File: config.mk
export PLATFORM = sky130hd
export DESIGN_NAME = pipelined_adder
export DESIGN_NICKNAME = d
export VERILOG_FILES = /design/src/rtl/adder_pkg.sv /design/src/rtl/adder_slice.sv /design/src/rtl/pipelined_adder.sv
export SDC_FILE = /design/constraint.sdc
export NUM_CORES = 1
export LEC_CHECK = 0
export CORE_MARGIN = 1.5
export CORE_UTILIZATION = 50
export CTS_CLUSTER_DIAMETER = 80
export DETAILED_ROUTE_END_ITERATION = 7
export PLACE_DENSITY = 0.73
export SYNTH_ARGS = -nofsm -noshare
export SYNTH_HDL_FRONTEND = slang
export SYNTH_SLANG_ARGS = --single-unit
File: constraint.sdc
create_clock -name clk -period 4.4 [get_ports clk]
set_input_delay 0.88 -clock clk [delete_from_list [all_inputs] [get_ports clk]]
set_output_delay 0.88 -clock clk [all_outputs]
set_load 0.02 [all_outputs]
File: src/rtl/adder_pkg.sv
// Shared types and helpers for pipelined_adder: slice sizing, split legality check,
// per-stage control payload and the single-bit full-adder cell used by every slice.
package adder_pkg;

  // Sum and operand delay lines vary in width per instance, so only the fixed-width
  // control part of a stage payload lives here.
  typedef struct packed {
    logic valid;
    logic carry;
  } stage_ctrl_t;

  function automatic int slice_width(input int width, input int stages);
    return (stages > 0) ? (width / stages) : 1;
  endfunction

  function automatic bit legal_split(input int width, input int stages);
    return (stages >= 1) && (stages <= width) && ((width % stages) == 0);
  endfunction

  // Returns {carry_out, sum}
  function automatic logic [1:0] full_add(input logic a, input logic b, input logic cin);
    return {(a & b) | (cin & (a ^ b)), a ^ b ^ cin};
  endfunction

endpackage

File: src/rtl/adder_slice.sv
// SLICE-bit ripple-carry adder built from full-adder cells; also exposes the carry
// into its MSB so the top level can derive signed overflow.
module adder_slice
  import adder_pkg::*;
#(
  parameter int SLICE = 8
) (
  input  logic [SLICE-1:0] a,
  input  logic [SLICE-1:0] b,
  input  logic             cin,
  output logic [SLICE-1:0] s,
  output logic             cout,
  output logic             c_msb_in
);

  always_comb begin
    logic       w_carry;
    logic [1:0] w_cell;
    w_carry  = cin;
    w_cell   = '0;
    s        = '0;
    c_msb_in = cin;
    for (int i = 0; i < SLICE; i++) begin
      c_msb_in = w_carry;
      w_cell   = full_add(a[i], b[i], w_carry);
      s[i]     = w_cell[0];
      w_carry  = w_cell[1];
    end
    cout = w_carry;
  end

endmodule

File: src/rtl/pipelined_adder.sv
// Pipelined WIDTH-bit adder/subtractor, carry chain split over STAGES register stages
// with valid/ready on both sides. Define ADDER_OVERFLOW_EN to add the Ovf output.
module pipelined_adder
  import adder_pkg::*;
#(
  parameter int WIDTH  = 32,
  parameter int STAGES = 4
) (
  input  logic             clk,
  input  logic             rst_n,
  input  logic             in_valid,
  output logic             in_ready,
  input  logic [WIDTH-1:0] A,
  input  logic [WIDTH-1:0] B,
  input  logic             Pin,
  input  logic             Sub,
  output logic             out_valid,
  input  logic             out_ready,
  output logic [WIDTH-1:0] S,
  output logic             Pout
`ifdef ADDER_OVERFLOW_EN
  ,
  output logic             Ovf
`endif
);

  localparam int SLICE = slice_width(WIDTH, STAGES);

  if (!legal_split(WIDTH, STAGES)) begin : g_badConfig
    $error("pipelined_adder: WIDTH must be a multiple of STAGES and 1 <= STAGES <= WIDTH");
  end

  logic             w_adv;
  logic [WIDTH-1:0] w_bEff;
  logic [WIDTH-1:0] w_aIn   [STAGES];
  logic [WIDTH-1:0] w_bIn   [STAGES];
  logic [WIDTH-1:0] w_sumIn [STAGES];
  logic             w_cIn   [STAGES];
  logic             w_vIn   [STAGES];
  logic             w_cout  [STAGES];
  logic [SLICE-1:0] w_s     [STAGES];
`ifdef ADDER_OVERFLOW_EN
  logic             w_cMsb  [STAGES];
`else
  logic             w_unusedCMsb [STAGES];
`endif

  stage_ctrl_t      r_ctrl [STAGES];
  logic [WIDTH-1:0] r_a    [STAGES];
  logic [WIDTH-1:0] r_b    [STAGES];
  logic [WIDTH-1:0] r_sum  [STAGES];

  assign w_adv     = out_ready | ~out_valid;
  assign in_ready  = w_adv;
  assign out_valid = r_ctrl[STAGES-1].valid;
  assign S         = r_sum[STAGES-1];
  assign Pout      = r_ctrl[STAGES-1].carry;
  assign w_bEff    = Sub ? ~B : B;

  // Each stage sees the full operand and partial-sum vectors of its predecessor and
  // works only on its own slice; unused upper/lower bits are trimmed by synthesis.
  for (genvar k = 0; k < STAGES; k++) begin : g_stage
    if (k == 0) begin : g_head
      assign w_aIn[k]   = A;
      assign w_bIn[k]   = w_bEff;
      assign w_sumIn[k] = '0;
      assign w_cIn[k]   = Pin;
      assign w_vIn[k]   = in_valid;
    end else begin : g_body
      assign w_aIn[k]   = r_a[k-1];
      assign w_bIn[k]   = r_b[k-1];
      assign w_sumIn[k] = r_sum[k-1];
      assign w_cIn[k]   = r_ctrl[k-1].carry;
      assign w_vIn[k]   = r_ctrl[k-1].valid;
    end

    adder_slice #(.SLICE(SLICE)) u_slice (
      .a        (w_aIn[k][k*SLICE +: SLICE]),
      .b        (w_bIn[k][k*SLICE +: SLICE]),
      .cin      (w_cIn[k]),
      .s        (w_s[k]),
      .cout     (w_cout[k]),
`ifdef ADDER_OVERFLOW_EN
      .c_msb_in (w_cMsb[k])
`else
      .c_msb_in (w_unusedCMsb[k])
`endif
    );
  end

  // One global advance: the whole pipe shifts together or holds, bubbles included.
  always_ff @(posedge clk or negedge rst_n) begin
    if (!rst_n) begin
      for (int k = 0; k < STAGES; k++) begin
        r_ctrl[k] <= '0;
        r_a[k]    <= '0;
        r_b[k]    <= '0;
        r_sum[k]  <= '0;
      end
    end else if (w_adv) begin
      for (int k = 0; k < STAGES; k++) begin
        r_ctrl[k].valid <= w_vIn[k];
        r_ctrl[k].carry <= w_cout[k];
        r_a[k]          <= w_aIn[k];
        r_b[k]          <= w_bIn[k];
        r_sum[k]        <= w_sumIn[k];
        r_sum[k][k*SLICE +: SLICE] <= w_s[k];
      end
    end
  end

`ifdef ADDER_OVERFLOW_EN
  logic r_ovf;

  always_ff @(posedge clk or negedge rst_n) begin
    if (!rst_n) begin
      r_ovf <= 1'b0;
    end else if (w_adv) begin
      r_ovf <= w_cMsb[STAGES-1] ^ w_cout[STAGES-1];
    end
  end

  assign Ovf = r_ovf;
`endif

endmodule
==> metrics, run 1 <==
GRT busiest layer met2; Leakage 4.74 nW; Tot Pwr 7.40 mW; Avg WL per Cell approximately 17 um; CP most frequent cell fa_2; Routed WL 14600 um; clock skew 0.00734 ns; fin crit share 0.967; RD Place Congestion 0.752; dpl cells 813; FF+latch count, synth 184; port bufs approximately 100; via count 4132; initial antenna violation count 1; vias in the first global route 4576; clk_lat worst skew 0.43 ns; CP arrival 4.56 ns; initial DRC count between 150 and 200; chip height 135 um; crit path time final between 4 and 5 ns; MaxCap Viol Count 0; clock sink count about 180; DP Wirelength about 9600 um; Slew Viols, Final 0; number of remaining DRC errors 0; met1 Use GR 0.245; fillcell total 1307; met3 Usage GRT 0.0375; Final ANT Viol Nets 0; layout cells sized above 1 0.308; critical path's slowest cell fa_1; CP max FO 1; Critical Path RT 4.71 ns; CTS tree built; GR Layer Usage met2 0.267; clk buf depth 2; pin count of the biggest net entering global routing 129; PwrDens ~720 nW/um^2; CTS Hold Bufs 0; Rows between 40 and 50; max incr delay on CP 0.42 ns; cell count after synthesis roughly 530; Synth top area share 0.528; Final setup viols 0; fin cells 846; Slew HR 0.321; Distinct cells, synth 17; 1st-pass router iterations 4; Syn Area/Cell 16.3 sq um; sequential area share after synthesis 0.528; slew at the pin closest to its max-slew limit about 1.0 ns; H-Tree Depth 4; TNS Setup 0 ns; CP endpoint kind register; WS Path Type in2reg; Total GRT Usage 0.175; startpoint types primary input; Die ar. roughly 18000 sq um; Hold WC Path Type reg2reg; unrepaired setup endpoints after global routing no; Initial Util 0.508; Synth area leader dfrtp_1; Final Util 0.599; area growth from synthesis to layout 18.0%; I/O pin cnt 105; first-pass GRT wire length 24200 um; VDD IR max 0.000494 V; Hold Violations, Final 0; hold_ws 0.485 ns; Post-CTS Setup Repair Bufs 0; clock-pin slew on the worst setup and hold paths 0.07 ns; FMAX 0.235 GHz; Cell Area, Synth 8720 sq um; Synth warnings 0; Core ar. 17200 sq um; Final nets 709; largest cells by area after synthesis dfrtp_1 53%, mux2_4 22%, fa_1 7.3%; CTS Buf Count 17; Vias/cell 4.88; Clock Tree Root clkbuf_16; status finished clean; GR Overflow Total 0; Critical Path, Cell by Cell dlygate4sd2_1 > xor2_2 > fa_2 > inv_1 > fa_2 > fa_2 > fa_2 > fa_2 > fa_2 > fa_2 > inv_1 > fa_1 > mux2_4; Die Wd 135 um; Syn Nets 636
where the power goes:
part / internal [mW] / switching, mW / total, mW
Combinational: 1.75 / 1.12 / 2.87
Clock: 0.941 / 0.647 / 1.59
Sequential: 2.46 / 0.486 / 2.95
Total: 5.15 / 2.25 / 7.40
what timing repair did:
action	CTS	global route
pin swaps	7	4
endpoints found under the setup margin	1	3
resized for setup	4	2
cloned	0	0
area by class of cell:
class / instances / area (sq um) / area share
clock inverters: 10 / 143 / 0.0139
repair buffers: 113 / 1120 / 0.108
multi-input cells: 262 / 3560 / 0.346
inverters: 29 / 109 / 0.0106
well taps: 225 / 282 / 0.0273
clock buffers: 22 / 474 / 0.0461
flip-flops and latches: 184 / 4600 / 0.447
diodes: 1 / 2.50 / 0.000243
registers in the layout, indices dropped and copies added, names as in the netlist:
signal and cells:
r_a 48, r_ctrl 6, S 32, r_sum 48, out_valid 1, r_b 48
Pout 1
metal layers:
metal / part of all wire / up-vias
met1: 0.47 / 2143
li1: - / 1890
met2: 0.47 / 79
met4: 0.019 / 0
met3: 0.039 / 20
met5: 0 / -
worst paths after layout:
kind,startpoint,endpoint,depth (start not counted),slack [ns]
min in group asynchronous,rst_n,S[6]$_DFFE_PN0P_,1,0.58
max in group asynchronous,rst_n,r_ctrl[4]$_DFFE_PN0P_,2,2.67
hold reg to reg,r_sum[78]$_DFFE_PN0P_,r_sum[78]$_DFFE_PN0P_,1,0.49
setup / recovery,B[0],r_sum[103]$_DFFE_PN0P_,13,0.15
hold / removal,r_sum[78]$_DFFE_PN0P_,r_sum[78]$_DFFE_PN0P_,1,0.49
setup reg to reg,r_ctrl[4]$_DFFE_PN0P_,r_sum[55]$_DFFE_PN0P_,12,0.21
cell usage in the layout, fill, tap and decap left out, types with 8 or more instances in the layout:
cell type	count
dfrtp_1	184
mux2_4	130
clkdlybuf4s50_1	99
mux2_1	36
inv_1	29
xor2_1	23
fa_1	23
clkbuf_16	17
nor3b_1	13
a21oi_2	9
fa_2	9
xnor2_1	8
buf_4	8
synth_stat cells (all sizes together):
| cell | count |
|---|---|
| nor3b | 13 |
| mux2i | 4 |
| mux2 | 166 |
| buf | 56 |
| xnor2 | 8 |
| clkbuf | 3 |
| a21oi | 13 |
| nand2b | 2 |
| fa | 32 |
| dfrtp | 184 |
| xor2 | 24 |
| inv | 29 |
kinds of logic after synthesis:
family,synth area share
muxes,0.275
AOI/OAI and AO/OA,0.0113
buffers and inverters,0.0677
and+or+nand+nor,0.0126
DFF,0.528
xor gates and xnor gates,0.0321
adders and majority gates,0.0734
stage by stage:
step | setup slack, ns | area, sq um
final | 0.147 | 10300
after global routing | 0.0235 | 10300
after detailed placement | -0.586 | 9670
after global placement | -0.535 | 9670
after floorplan | -0.212 | 8760
after CTS | 0.0152 | 10300
worst max-delay path, delay by kind of cell:
family	cells	cell delay, ns
xor+xnor	1	0.13
fa+ha+maj	8	2.89
mux	1	0.26
buf+inv	3	0.38
(Power assumes the default switching activity.)
==> run 2: changes to the inputs <==
--- a/config.mk
+++ b/config.mk
@@ -10,6 +10,7 @@
 export CTS_CLUSTER_DIAMETER = 80
 export DETAILED_ROUTE_END_ITERATION = 7
 export PLACE_DENSITY = 0.73
+export SLEW_MARGIN = 20
 export SYNTH_ARGS = -nofsm -noshare
 export SYNTH_HDL_FRONTEND = slang
 export SYNTH_SLANG_ARGS = --single-unit
==> run 2 against run 1 <==
Compared with the run above: clock power about the same; largest power group unchanged; sequential cell count unchanged; combinational power about the same; final area up 0.27%; sequential power about the same; register-to-register slack about the same; clock skew up 0.0012 ns; final cell count up 0.12%; first-iteration DRC count up 8.9%; hold slack worse by 0.12 ns.
==> metrics, run 2 (synthesized netlist as in run 1, its figures left out) <==
Initial Util 0.508; chip height 135 um; CTS Hold Bufs 0; via count about 4100; GR Overflow Total 0; Clock Tree Root clkbuf_16; placed cell area ~9700 sq um; number of remaining DRC errors 0; Routed WL 14600 um; most frequent cells in the layout 184 x dfrtp_1, 130 x mux2_4, 99 x clkdlybuf4s50_1; largest registers r_a: 48 flops, r_b: 48 flops, r_sum: 48 flops; CP max FO 1; initial DRC count about 210; Die ar. 18200 sq um; RD Place Congestion 0.752; Vias/cell 4.88; area growth from synthesis to layout 18.3%; Critical Path, Cell by Cell dlygate4sd2_1 > xor2_2 > fa_2 > inv_1 > fa_2 > fa_2 > fa_2 > fa_2 > fa_2 > fa_2 > inv_1 > fa_1 > mux2_4; VDD IR max ~0.00049 V; H-Tree Depth 4; Slew Viols, Final 0; Final Cell Area 10300 sq um; max incr delay on CP around 0.43 ns; clk buf depth 2; unrepaired setup endpoints after global routing no; WS Path Type in2reg; Die Wd 135 um; Final ANT Viol Nets 0; CP endpoint kind register; Rows 48; Hold Violations, Final 0; status finished clean; critical path's slowest cell fa_1; initial antenna violation count 1; Final nets 710; Post-CTS Setup Repair Bufs 0; fin crit share 0.968; crit path time final 4.26 ns; CP most frequent cell fa_2; first-pass GRT wire length 24200 um; PwrDens approximately 700 nW/um^2; Core ar. about 17000 sq um; leading cell type in the layout, fill and taps excluded dfrtp_1; port bufs 104; Final setup viols 0; I/O pin cnt about 110; CTS Buf Count 17; CTS tree built; clock-pin slew on the worst setup and hold paths ~0.070 ns; Slew HR 0.468; Avg WL per Cell between 15 and 20 um; slew at the pin closest to its max-slew limit ~0.8 ns; Leakage approximately 4.7 nW; pin count of the biggest net entering global routing 129; DP Wirelength 9610 um; Hold WC Path Type in2async; CP bufs+invs 3; startpoint types primary input; vias in the first global route between 4000 and 5000; clk_lat worst skew 0.43 ns; CP top delay family adder cells; layout cells sized above 1 0.309; MaxCap Viol Count 0; Final Util 0.601; CP arrival 4.57 ns; Total GRT Usage 0.175; clock sink count 184; Critical Path RT between 4 and 5 ns; FMAX 0.235 GHz; 1st-pass router iterations 4; clock skew between 0.008 and 0.009 ns
## run 2: changes by cell type in the layout (fill, tap and decap cells not counted), sizes merged
cell / before / now
buf: 10 / 11
## run 2: metal layers
layer,share of wire,global-route usage
met3,0.040,0.0375
met2,0.47,0.267
met4,0.019,0.0705
met5,0,0
met1,0.47,0.245
## run 2: stage by stage
stage	std cells	hold WS (ns)	total power [mW]	setup TNS [ns]	setup slack, ns
6_report	847	0.360	7.40	0	0.141
5_1_grt	846	0.371	7.88	0	0.0235
4_1_cts	845	0.487	7.50	0	0.0152
3_3_place_gp	813	0.461	5.73	-0.635	-0.535
3_5_place_dp	813	0.467	5.87	-0.750	-0.586
2_1_floorplan	534	0.435	5.23	-0.212	-0.212
## run 2: worst paths after layout
kind | slack [ns] | endpoint | cells past startpoint | from
max | 0.14 | r_sum[103]$_DFFE_PN0P_ | 13 | B[0]
min | 0.36 | S[6]$_DFFE_PN0P_ | 1 | rst_n
max reg2reg | 0.21 | r_sum[55]$_DFFE_PN0P_ | 12 | r_ctrl[4]$_DFFE_PN0P_
min reg2reg | 0.48 | r_sum[78]$_DFFE_PN0P_ | 1 | r_sum[78]$_DFFE_PN0P_
max in group asynchronous | 2.79 | r_ctrl[4]$_DFFE_PN0P_ | 3 | rst_n
min in group clk | 0.48 | r_sum[78]$_DFFE_PN0P_ | 1 | r_sum[78]$_DFFE_PN0P_
## run 2: report_power, final
group	internal [mW]	switching, mW
registers	2.46	0.485
clock network	0.941	0.645
logic	1.74	1.12
## run 2: area by class of cell
type / count / area (sq um)
multi-input cells: 262 / 3560
inverters: 29 / 109
clock inverters: 10 / 143
repair buffers: 114 / 1140
flip-flops and latches: 184 / 4600
well taps: 225 / 282
clock buffers: 22 / 474
diodes: 1 / 2.50
fillers: 1304 / 6850
## run 2: worst register-to-register path, delay by kind of cell, from the launching register on
kind | cells | cell delay, ns
fa+ha+maj | 8 | 3.41
flops | 1 | 0.36
compound gates | 1 | 0.12
buf+inv | 3 | 0.22
## run 2: repair_timing
action	4_1_cts	5_1_grt
endpoints found under the hold margin	0	0
gates cloned	0	0
pin swaps	7	4
endpoints found under the setup margin	1	3
resized for setup	4	2
==> run 3: changes to the inputs <==
--- a/config.mk
+++ b/config.mk
@@ -10,6 +10,7 @@
 export CTS_CLUSTER_DIAMETER = 80
 export DETAILED_ROUTE_END_ITERATION = 7
 export PLACE_DENSITY = 0.73
+export RECOVER_POWER = 100
 export SLEW_MARGIN = 20
 export SYNTH_ARGS = -nofsm -noshare
 export SYNTH_HDL_FRONTEND = slang
==> constraint.sdc (replaced) <==
create_clock -name clk -period 4.4 [get_ports clk]
set_input_delay 1.1 -clock clk [delete_from_list [all_inputs] [get_ports clk]]
set_output_delay 1.1 -clock clk [all_outputs]
set_load 0.02 [all_outputs]
==> run 3 against run 2 <==
Compared with the run above: combinational power shrank 6%; utilization decreased by 0.73 points; maximum frequency decreased by 1.1%; sequential cell count stayed put; largest power group unchanged; worst setup slack got worse by 0.048 ns; largest cell class unchanged; the flow now finishes with violations (capacitance limit, slew limit); critical path type unchanged; global-route usage about the same; die area is the same; non-clock buffer count down 1; sequential share of layout area grew 0.55 points.
==> metrics, run 3 (synthesized netlist as in run 1, its figures left out) <==
status finished, violations left; failing checks capacitance limit, slew limit; hold_sp S[0]$_DFFE_PN0P_; CTS Buf Count 17; leading cell type in the layout, fill and taps excluded dfrtp_1; Min-Delay Path Depth 1; Leakage 4.63 nW; register area 4600 sq um; CTS tree built; TNS Setup 0 ns; Vias/cell 4.90; CP arrival 4.61 ns; clk_lat worst skew about 0.42 ns; PwrDens 716 nW/um^2; Slew HR -0.336; Core ar. 17200 sq um; via count slightly above 4000; fillcell total 1318; WS Path Type in2reg; Hold WC Path Type reg2reg; Final ANT Viol Nets 0; startpoint types primary input; MaxCap Viol Count 1; 1st-pass router iterations 4; Slew Viols, Final 82; clk buf depth 2; vias in the first global route 4623; FMAX 0.232 GHz; fin crit share 0.979; crit path time final ~4.3 ns; FF-to-FF End r_sum[55]$_DFFE_PN0P_; Die Wd ~140 um; number of remaining DRC errors 0; DP Wirelength 9700 um; Rows 48; Critical Path RT approximately 4.7 ns; clock skew ~0.0074 ns; Post-CTS Setup Repair Bufs 0; area growth from synthesis to layout 16.9%; FF-to-FF setup slack 0.19 ns; pin count of the biggest net entering global routing 105; first-pass GRT wire length 24300 um; clock-pin slew on the worst setup and hold paths 0.07 ns; clock sink count 184; CP max FO 1; slew at the pin closest to its max-slew limit 2.00 ns; largest registers r_a: 48 flops, r_b: 48 flops, r_sum: 48 flops; port bufs 104; layout cells sized above 1 0.272; Clock Tree Root clkbuf_16; I/O pin cnt 105; CP endpoint kind register; Routed WL between 10000 and 15000 um; R2R cell count 12; Die ar. 18200 sq um; Final nets 709; most frequent cells in the layout 184 x dfrtp_1, 105 x mux2_4, 62 x clkdlybuf4s50_1; Hold Path End S[0]$_DFFE_PN0P_; initial antenna violation count 0; hold_ws approximately 0.48 ns; chip height 135 um; Hold Violations, Final 0; initial DRC count ~240; Avg WL per Cell 17.1 um; RD Place Congestion 0.734; unrepaired setup endpoints after global routing yes; n_diodes 0; H-Tree Depth 4; Multi-input gate area roughly 3500 sq um; VDD IR max 0.000351 V; Initial Util 0.508; Final setup viols 0; GR Overflow Total 0; launching point of the worst reg2reg path r_ctrl[4]$_DFFE_PN0P_; Total GRT Usage 0.174
run 3: what timing repair did:
item | 4_1_cts | 5_1_grt
pin swaps | 10 | 8
gates cloned | 0 | 0
hold buffers | 0 | 0
setup endpoints to repair | 1 | 3
resized for setup | 13 | 2
run 3: cell type report:
cell class | instances | area share
multi-input combinational | 262 | 0.340
sequential | 184 | 0.452
tap | 225 | 0.0276
inverter | 29 | 0.0107
timing repair buffer | 113 | 0.108
clock buffer | 18 | 0.0431
clock inverter | 12 | 0.0196
run 3: how the worst max path moves through the flow:
| stage | from | endpoint | slack [ns] | cells past startpoint |
|---|---|---|---|---|
| final | B[0] | r_sum[103]$_DFFE_PN0P_ | 0.09 | 13 |
| after detailed placement | B[0] | r_sum[103]$_DFFE_PN0P_ | -0.83 | 13 |
| after floorplan | Sub | r_sum[103]$_DFFE_PN0P_ | -0.43 | 14 |
| after CTS | Sub | r_sum[103]$_DFFE_PN0P_ | -0.07 | 13 |
| after global routing | B[0] | r_sum[103]$_DFFE_PN0P_ | -0.02 | 13 |
| after global placement | B[0] | r_sum[103]$_DFFE_PN0P_ | -0.75 | 13 |
run 3: layer usage:
metal  GRT usage  vias to the layer above  wire length [um]
met1       0.244                     2137              6850
met3      0.0454                       19               635
li1            -                     1895                 -
met2       0.265                       78              6630
met5           0                        -                 0
met4      0.0615                        0               297
run 3: critical path, cell delays in order:
cell and delay [ns]:
buf_2 0.11, xor2_2 0.17, fa_2 0.22, inv_2 0.04, fa_2 0.37, fa_2 0.39, fa_2 0.38, fa_2 0.38
fa_2 0.37, fa_2 0.37, inv_2 0.07, fa_1 0.38, mux2_4 0.27
run 3: per-stage QoR:
stage          instance area, sq um  setup slack (ns)  utilization  total power, mW  std cells
2_1_floorplan                  8760            -0.432            -             5.23        534
3_3_place_gp                   9670            -0.754        0.563             5.72        813
3_5_place_dp                   9670            -0.828        0.563             5.87        813
4_1_cts                       10300           -0.0660        0.601             7.56        843
5_1_grt                       10200           -0.0197        0.594             7.79        843
6_report                      10200            0.0935        0.594             7.30        843
run 3: power by group:
part / total [mW] / internal, mW / leakage (nW) / switching (mW)
combinational: 2.71 / 1.60 / 2.19 / 1.11
sequential: 2.93 / 2.46 / 2.13 / 0.468
clock: 1.65 / 1.02 / 0.304 / 0.637
total: 7.30 / 5.08 / 4.63 / 2.22
